$ cat config.mk
export PLATFORM = sky130hd
export DESIGN_NAME = muldiv_unit
export DESIGN_NICKNAME = d
export VERILOG_FILES = /design/src/rtl/muldiv_pkg.sv /design/src/rtl/muldiv_unit.sv
export SDC_FILE = /design/constraint.sdc
export NUM_CORES = 1
export LEC_CHECK = 0
export CAP_MARGIN = 30
export CORE_MARGIN = 2
export CORE_UTILIZATION = 35
export DETAILED_ROUTE_END_ITERATION = 12
export SYNTH_ARGS = -nofsm -noshare
export SYNTH_HDL_FRONTEND = slang
export SYNTH_SLANG_ARGS = --single-unit
$ cat constraint.sdc
create_clock -name clk -period 6 [get_ports clk]
set_clock_uncertainty 0.15 [all_clocks]
set_input_delay 0.9 -clock clk [delete_from_list [all_inputs] [get_ports clk]]
set_output_delay 0.9 -clock clk [all_outputs]
set_load 0.02 [all_outputs]
$ cat src/rtl/muldiv_pkg.sv
// rtl/muldiv_pkg.sv - shared opcodes, state encoding and helpers for muldiv_unit
package muldiv_pkg;

    localparam logic [2:0] OP_MUL    = 3'b000;
    localparam logic [2:0] OP_MULH   = 3'b001;
    localparam logic [2:0] OP_MULHSU = 3'b010;
    localparam logic [2:0] OP_MULHU  = 3'b011;
    localparam logic [2:0] OP_DIV    = 3'b100;
    localparam logic [2:0] OP_DIVU   = 3'b101;
    localparam logic [2:0] OP_REM    = 3'b110;
    localparam logic [2:0] OP_REMU   = 3'b111;

    typedef enum logic [1:0] {
        IDLE = 2'b00,
        CALC = 2'b01,
        FIX  = 2'b10
    } state_t;

    function automatic logic is_div(input logic [2:0] op);
        return op[2];
    endfunction

endpackage

$ cat src/rtl/muldiv_unit.sv
// rtl/muldiv_unit.sv - iterative RV32M/RV64M multiply/divide unit (shift-add / restoring divide)
module muldiv_unit
    import muldiv_pkg::*;
#(
    parameter int XLEN = 32
) (
    input  logic            clk,
    input  logic            reset,
    input  logic            start,
    input  logic            kill,
    input  logic [2:0]      op,
    input  logic [XLEN-1:0] a,
    input  logic [XLEN-1:0] b,
    output logic            busy,
    output logic            done,
    output logic [XLEN-1:0] result
);

    localparam int CW = $clog2(XLEN) + 1;

    state_t          state, next_state;
    logic [2:0]      op_q;
    logic            neg_res;
    logic [XLEN-1:0] hi;
    logic [XLEN-1:0] lo;
    logic [XLEN-1:0] opnd;
    logic [CW-1:0]   count;

    logic            a_signed, b_signed, a_neg, b_neg;
    logic [XLEN-1:0] a_abs, b_abs;
    logic            div_zero, div_ovf, fast;
    logic [XLEN-1:0] fast_result;

    logic [XLEN:0]   div_shift, add_a, add_b, add_sum;
    logic            sub;

    logic [2*XLEN-1:0] product, prod_fix;
    logic [XLEN-1:0]   div_sel, div_fix, fix_result;

    // Operand conditioning for launch; MUL is run unsigned since its low word is sign-invariant
    always_comb begin
        a_signed    = (op == OP_MULH) || (op == OP_MULHSU) || (op == OP_DIV) || (op == OP_REM);
        b_signed    = (op == OP_MULH) || (op == OP_DIV) || (op == OP_REM);
        a_neg       = a_signed & a[XLEN-1];
        b_neg       = b_signed & b[XLEN-1];
        a_abs       = a_neg ? -a : a;
        b_abs       = b_neg ? -b : b;
        div_zero    = (b == '0);
        div_ovf     = b_signed && (a == {1'b1, {(XLEN-1){1'b0}}}) && (b == '1);
        fast        = is_div(op) && (div_zero || div_ovf);
        fast_result = op[1] ? (div_zero ? a : '0) : (div_zero ? '1 : a);
    end

    // One shared XLEN+1 adder: add for shift-add, subtract for restoring divide
    always_comb begin
        div_shift = {hi, lo[XLEN-1]};
        if (is_div(op_q)) begin
            add_a = div_shift;
            add_b = {1'b0, opnd};
            sub   = 1'b1;
        end else begin
            add_a = {1'b0, hi};
            add_b = lo[0] ? {1'b0, opnd} : '0;
            sub   = 1'b0;
        end
        add_sum = add_a + (add_b ^ {(XLEN+1){sub}}) + {{XLEN{1'b0}}, sub};
    end

    always_comb begin
        product    = {hi, lo};
        prod_fix   = neg_res ? -product : product;
        div_sel    = op_q[1] ? hi : lo;
        div_fix    = neg_res ? -div_sel : div_sel;
        if (is_div(op_q))
            fix_result = div_fix;
        else if (op_q == OP_MUL)
            fix_result = prod_fix[XLEN-1:0];
        else
            fix_result = prod_fix[2*XLEN-1:XLEN];
    end

    always_comb begin
        next_state = state;
        if (kill) begin
            next_state = IDLE;
        end else begin
            case (state)
                IDLE:    if (start && !fast) next_state = CALC;
                CALC:    if (count == CW'(1)) next_state = FIX;
                FIX:     next_state = IDLE;
                default: next_state = IDLE;
            endcase
        end
    end

    always_ff @(posedge clk or posedge reset) begin
        if (reset)
            state <= IDLE;
        else
            state <= next_state;
    end

    always_ff @(posedge clk or posedge reset) begin
        if (reset) begin
            busy    <= 1'b0;
            done    <= 1'b0;
            result  <= '0;
            op_q    <= '0;
            neg_res <= 1'b0;
            hi      <= '0;
            lo      <= '0;
            opnd    <= '0;
            count   <= '0;
        end else begin
            done <= 1'b0;
            busy <= (next_state != IDLE);
            if (!kill) begin
                case (state)
                    IDLE: if (start) begin
                        if (fast) begin
                            result <= fast_result;
                            done   <= 1'b1;
                        end else begin
                            op_q    <= op;
                            neg_res <= (is_div(op) && op[1]) ? a_neg : (a_neg ^ b_neg);
                            hi      <= '0;
                            lo      <= a_abs;
                            opnd    <= b_abs;
                            count   <= CW'(XLEN);
                        end
                    end
                    CALC: begin
                        count <= count - CW'(1);
                        if (!is_div(op_q)) begin
                            hi <= add_sum[XLEN:1];
                            lo <= {add_sum[0], lo[XLEN-1:1]};
                        end else if (!add_sum[XLEN]) begin
                            hi <= add_sum[XLEN-1:0];
                            lo <= {lo[XLEN-2:0], 1'b1};
                        end else begin
                            hi <= div_shift[XLEN-1:0];
                            lo <= {lo[XLEN-2:0], 1'b0};
                        end
                    end
                    FIX: begin
                        result <= fix_result;
                        done   <= 1'b1;
                    end
                    default: ;
                endcase
            end
        end
    end

endmodule

==> impl_metrics.tcl, run 1 <==
set metrics [dict create \
    ctsLongestPathBuffers 2 \
    hold_viol 0 \
    cts_tree "done" \
    cts_sinks 142 \
    cts-resized-gates 0 \
    wl_um 51300 \
    yosys_warnings 0 \
    drv_slew 0 \
    ys_types 83 \
    clock-root-buffer "clkbuf_16" \
    place_worst_setup_slack_ps 740 \
    firstDrtPassIters 6 \
    initial_utilization 0.355 \
    num_vias 14300 \
    crit_required_ps 6150 \
    grt_busiest_layer "met2" \
    setup_viol 0 \
    synthToLayoutAreaGrowth_pct 14.3 \
    rows 73 \
    use_met2 0.382 \
    synth_edf_count 0 \
    arrival_ps 5490 \
    gp_congestion 0.948 \
    ys_ff_latch 142 \
    power_density_nw_per_um2 377 \
    n_antenna_cell 0 \
    routedWlPerCell_um 21.3 \
    holdBufCountCts 0 \
    fp.dieArea_sq_um 42100 \
    postCtsSetupRepairBufs 0 \
    endpoint_kind "register" \
    fin_crit_ps 5340 \
    grtUsageTotal 0.245 \
    yosys.area.top_type "dfrtp_1" \
    antenna_found_initial 0 \
    final_area_sq_um 16200 \
    grt_remaining_overflow 0 \
    vdd_drop_max_mv 0.215 \
    min_path_type "reg2reg" \
    h-tree-depth 4 \
    synthCells 1876 \
    fin_crit_sh 0.889 \
    synth_commonest_cells "nand2_1, o21ai_0, clkbuf_1" \
    die_x_um 205 \
    dpl.hpwl_um 38300 \
    async_flop_share 1.00 \
    status "finished, final reports clean" \
    tns_ps 0 \
    ys_top_cells_by_area "dfrtp_1, o21ai_0, nand2_1" \
    dr.first_iter.drc_count 1287 \
    ios 105 \
    tightestPinTransition_ps 1030 \
    ant_nets 0 \
    synth_area_sq_um 14100 \
    cp_max_fo 37 \
    startpoint_type "register" \
    coreArea_sq_um 39800 \
    leakagePower_nw 6.39 \
    synth_top_area_frac 0.251 \
    synth-seq-area-share 0.251 \
    cts-buffers-inserted 17 \
    crit_type "reg2reg" \
    remaining_drc_errors 0 \
    rsz0062_at_grt "no" \
    synth.most_common_cell "nand2_1" \
    port_buffers 104 \
    grt_pass1_wl_um 79700 \
    synth_ff_type "dfrtp_1" \
    drive_above_1_share 0.0745 \
    worst_slack_ps 665 \
    placed_area_sq_um 15600 \
    viasPerCell 5.93 \
    slew_headroom 0.309 \
    max_cap_violations 0 \
    met3_usage 0.0430 \
    clkTransAtPathRegs_ps 80 \
    hold_slack_ps 324 \
    grt_pass1_vias 13400 \
    final_util 0.406 \
    grt_max_degree 99 \
    fp.dieH_um 205 \
    grt_use_met1 0.341 \
    fmaxAchievable_ghz 0.187 \
    synth_area_per_cell_sq_um 7.54 \
    syn_nets 1986 \
    nets 1977 \
    clock_latency_ps 460 \
]
[layer usage]
| layer | vias up | part of all wire |
|---|---|---|
| li1 | 6761 | - |
| met1 | 6870 | 0.45 |
| met2 | 561 | 0.45 |
| met4 | 0 | 0.028 |
| met5 | - | 0 |
| met3 | 73 | 0.067 |
[sequential cells by signal (all words and copies together), names as in the netlist]
| register | count |
|---|---|
| count | 6 |
| state | 2 |
| op_q | 3 |
| opnd | 32 |
| result | 32 |
| neg_res | 1 |
| done | 1 |
| busy | 1 |
| lo | 32 |
| hi | 32 |
[area by class of cell]
cell class | instances | area, sq um
timing repair buffer | 137 | 1350
sequential | 142 | 3560
clock inverter | 12 | 156
multi-input combinational | 1535 | 9870
tap | 525 | 657
clock buffer | 20 | 457
fill | 4149 | 23600
inverter | 34 | 133
[final timing paths]
check | from | slack (ps) | endpoint | cells past startpoint
hold reg to reg | result[5] | 320 | result[5] | 2
hold / removal | result[5] | 320 | result[5] | 2
setup / recovery | op_q[2] | 660 | hi[25] | 13
min in group asynchronous | reset | 710 | result[1] | 2
max in group asynchronous | reset | 3730 | hi[18] | 4
setup reg to reg | op_q[2] | 660 | hi[25] | 13
[cells by family after synthesis]
| family | Yosys count | synth area share |
|---|---|---|
| and+or+nand+nor | 626 | 0.207 |
| muxes | 109 | 0.0800 |
| AOI/OAI and AO/OA | 559 | 0.244 |
| buffers and inverters | 199 | 0.0554 |
| xor gates and xnor gates | 179 | 0.111 |
| adders and majority gates | 62 | 0.0513 |
| DFF | 142 | 0.251 |
[cells in the final DEF (no fill, tap or decap), types with 29 or more instances in the layout]
| cell type | netlist | final |
|---|---|---|
| dfrtp_1 | 142 | 139 |
| o21ai_0 | 257 | 257 |
| nand2_1 | 266 | 265 |
| xor2_1 | 93 | 92 |
| nor3_1 | 44 | 44 |
| a21oi_1 | 85 | 85 |
| mux2i_1 | 76 | 76 |
| buf_4 | 1 | 29 |
| nand3_1 | 72 | 72 |
| clkdlybuf4s50_1 | 0 | 104 |
| ha_1 | 38 | 38 |
| nor2_1 | 106 | 102 |
| xnor2_1 | 86 | 85 |
| inv_1 | 33 | 32 |
| mux2_2 | 33 | 33 |
[critical path, stage by stage, from the launching register on]
cell and delay, ps:
dfrtp_4 710, buf_4 440, mux2_2 410, fa_1 480, a211oi_1 330, o211ai_1 180
a21oi_1 370, nand2b_1 170, a31oi_1 490, o21a_1 350, xor2_2 440, buf_4 340
mux2i_1 210, a31oi_1 90
[metrics by stage]
stage | std cells | total power [W]
floorplan | 1876 | 0.00388
global placement | 2371 | 0.00484
detailed placement | 2373 | 0.00489
CTS | 2405 | 0.00605
global route | 2405 | 0.00649
finish | 2405 | 0.00609
[power by group]
group / internal [W] / leakage (nW) / switching (W)
clock network: 0.000679 / 0.289 / 0.000475
logic: 0.00130 / 4.29 / 0.00188
registers: 0.00119 / 1.81 / 0.000577
No activity file was read; power rests on OpenSTA's default activity.
==> run 2: changes to the inputs <==
--- a/config.mk
+++ b/config.mk
@@ -6,9 +6,9 @@
 export NUM_CORES = 1
 export LEC_CHECK = 0
 export CAP_MARGIN = 30
-export CORE_MARGIN = 2
 export CORE_UTILIZATION = 35
 export DETAILED_ROUTE_END_ITERATION = 12
+export GPL_TIMING_DRIVEN = 0
 export SYNTH_ARGS = -nofsm -noshare
 export SYNTH_HDL_FRONTEND = slang
 export SYNTH_SLANG_ARGS = --single-unit
==> run 2 against run 1 <==
Compared with the run above:
- first-iteration DRC count up 39%
- design area grew 2.3%
- combinational power up 20%
- utilization grew 0.92 points
- sequential share of layout area shrank 0.53 points
- clock power is essentially flat
- power increased by 4.1%
- global-route usage increased by 5.9 points
- hold slack gained 7.6 ps
- critical path depth increased by 2
- routed wire length increased by 22%
- largest power group unchanged
==> impl_metrics.tcl, run 2 (synthesis results as in run 1) <==
set metrics [dict create \
    die_x_um 203 \
    nets 2110 \
    fmaxAchievable_ghz 0.172 \
    grt_pass1_vias 14700 \
    arrival_ps 6030 \
    multi_input_area_sq_um 9860 \
    grt_remaining_overflow 0 \
    firstDrtPassIters 6 \
    antenna_found_initial 2 \
    vdd_drop_max_mv 0.247 \
    status "finished, final reports clean" \
    p_seq_frac 0.216 \
    max_cap_violations 0 \
    crit_required_ps 6210 \
    clkPwrFrac 0.181 \
    synthToLayoutAreaGrowth_pct 16.9 \
    rr_worst_depth 15 \
    holdBufCountCts 0 \
    wl_um 62800 \
    ant_nets 0 \
    port_buffers 100 \
    hold_slack_ps 332 \
    viasPerCell 6.11 \
    cp_max_fo 12 \
    crit_type "reg2reg" \
    cts-resized-gates 10 \
    initial_utilization 0.355 \
    ctsLongestPathBuffers 2 \
    r2r_slack_ps 180 \
    final_util 0.415 \
    coreArea_sq_um 39800 \
    place_worst_setup_slack_ps -1250 \
    dpl.hpwl_um 49200 \
    mostFrequentLayoutCell "nand2_1" \
    grt_pass1_wl_um 93900 \
    fp.dieH_um 203 \
    min_path_cells 2 \
    power.share.switching 0.502 \
    drv_slew 0 \
    clock_latency_ps 470 \
    fin_crit_ps 5820 \
    rsz0062_at_grt "yes" \
    hold_viol 0 \
    crit_path_cell_trace "clkbuf_2 -> clkbuf_4 -> clkbuf_2 -> mux2_2 -> fa_1 -> a211oi_1 -> o211ai_1 -> a21oi_1 -> nand2b_1 -> a31oi_2 -> o21a_1 -> xor2_2 -> buf_4 -> mux2i_1 -> o221ai_1" \
    internal-power_w 0.00316 \
    postCtsSetupRepairBufs 0 \
    fp.dieArea_sq_um 41200 \
    critPathTopFamily "compound AO/OA/AOI/OAI gates" \
    h-tree-depth 4 \
    power_density_nw_per_um2 383 \
    leakagePower_nw 6.50 \
    power_frac_comb 0.603 \
    cp_common_cell "clkbuf_2" \
    startpoint_type "register" \
    grtUsageTotal 0.304 \
    endpoint_kind "register" \
    setup_viol 0 \
    remaining_drc_errors 0 \
    cts-buffers-inserted 17 \
    routedWlPerCell_um 24.7 \
    fin_crit_sh 0.970 \
    fillers 4210 \
    clkTransAtPathRegs_ps 70 \
    worst_slack_ps 178 \
    gp_congestion 1.01 \
    final_cell_mix "nand2_1, o21ai_0, dfrtp_1" \
    final-seq-area_sq_um 3550 \
    clock-root-buffer "clkbuf_16" \
    grt_max_degree 85 \
    rows 73 \
    cts_sinks 142 \
    min_path_type "reg2reg" \
    worstSetupPathDepth 15 \
    slowest_stage "fa_1" \
    cpPeakStageDelay_ps 490 \
    num_vias 15500 \
    ios 105 \
    slew_headroom 0.255 \
    switchingPower_w 0.00318 \
    cp.buffers_inverters 4 \
    dr.first_iter.drc_count 1790 \
    tightestPinTransition_ps 1110 \
    cts_tree "done" \
    drive_above_1_share 0.0636 \
    tns_ps 0 \
]
run 2: worst reg2reg max path, delay by kind of cell (launching register included):
| kind | cells | cell delay, ps |
|---|---|---|
| AO/OA/AOI/OAI | 6 | 2050 |
| multiplexers | 2 | 520 |
| adder cells (fa/ha/maj) | 1 | 490 |
| flip-flops | 1 | 440 |
| XOR/XNOR | 1 | 390 |
| buffers and inverters | 4 | 1500 |
| AND/OR/NAND/NOR | 1 | 200 |
run 2: worst paths after layout:
check	start	to
worst min-delay path	result[6]	result[6]
min in group asynchronous	reset	lo[6]
worst max register to register	op_q[2]	lo[0]
worst max-delay path	op_q[2]	lo[0]
max in group asynchronous	reset	hi[19]
worst min register to register	result[6]	result[6]
run 2: power by group through the flow:
stage	Sequential [W]	Combinational [W]	Clock [W]
global route	0.00139	0.00410	0.00119
global placement	0.00138	0.00367	0
floorplan	0.00136	0.00252	0
CTS	0.00136	0.00373	0.00115
detailed placement	0.00138	0.00371	0
finish	0.00137	0.00383	0.00115
run 2: routing by layer:
layer,track usage,part of all wire,routed length [um]
met2,0.463,0.43,27100
met4,0.131,0.040,2510
met5,0,0,0
met3,0.0478,0.093,5810
met1,0.425,0.43,27300
run 2: layout make-up:
type	instances	area share
Clock inverter	15	0.0107
Clock buffer	17	0.0257
Tap cell	525	0.0397
Buffer	164	0.0402
Antenna cell	1	0.000151
Timing Repair Buffer	106	0.0648
Multi-Input combinational cell	1535	0.596
Sequential cell	142	0.215
Inverter	34	0.00802
run 2: stage by stage:
| stage | area [sq um] | power, W | std cells |
|---|---|---|---|
| global route | 16500 | 0.00669 | 2538 |
| detailed placement | 15900 | 0.00510 | 2506 |
| CTS | 16500 | 0.00625 | 2537 |
| finish | 16500 | 0.00634 | 2539 |
| floorplan | 14100 | 0.00388 | 1876 |
| global placement | 15800 | 0.00505 | 2501 |
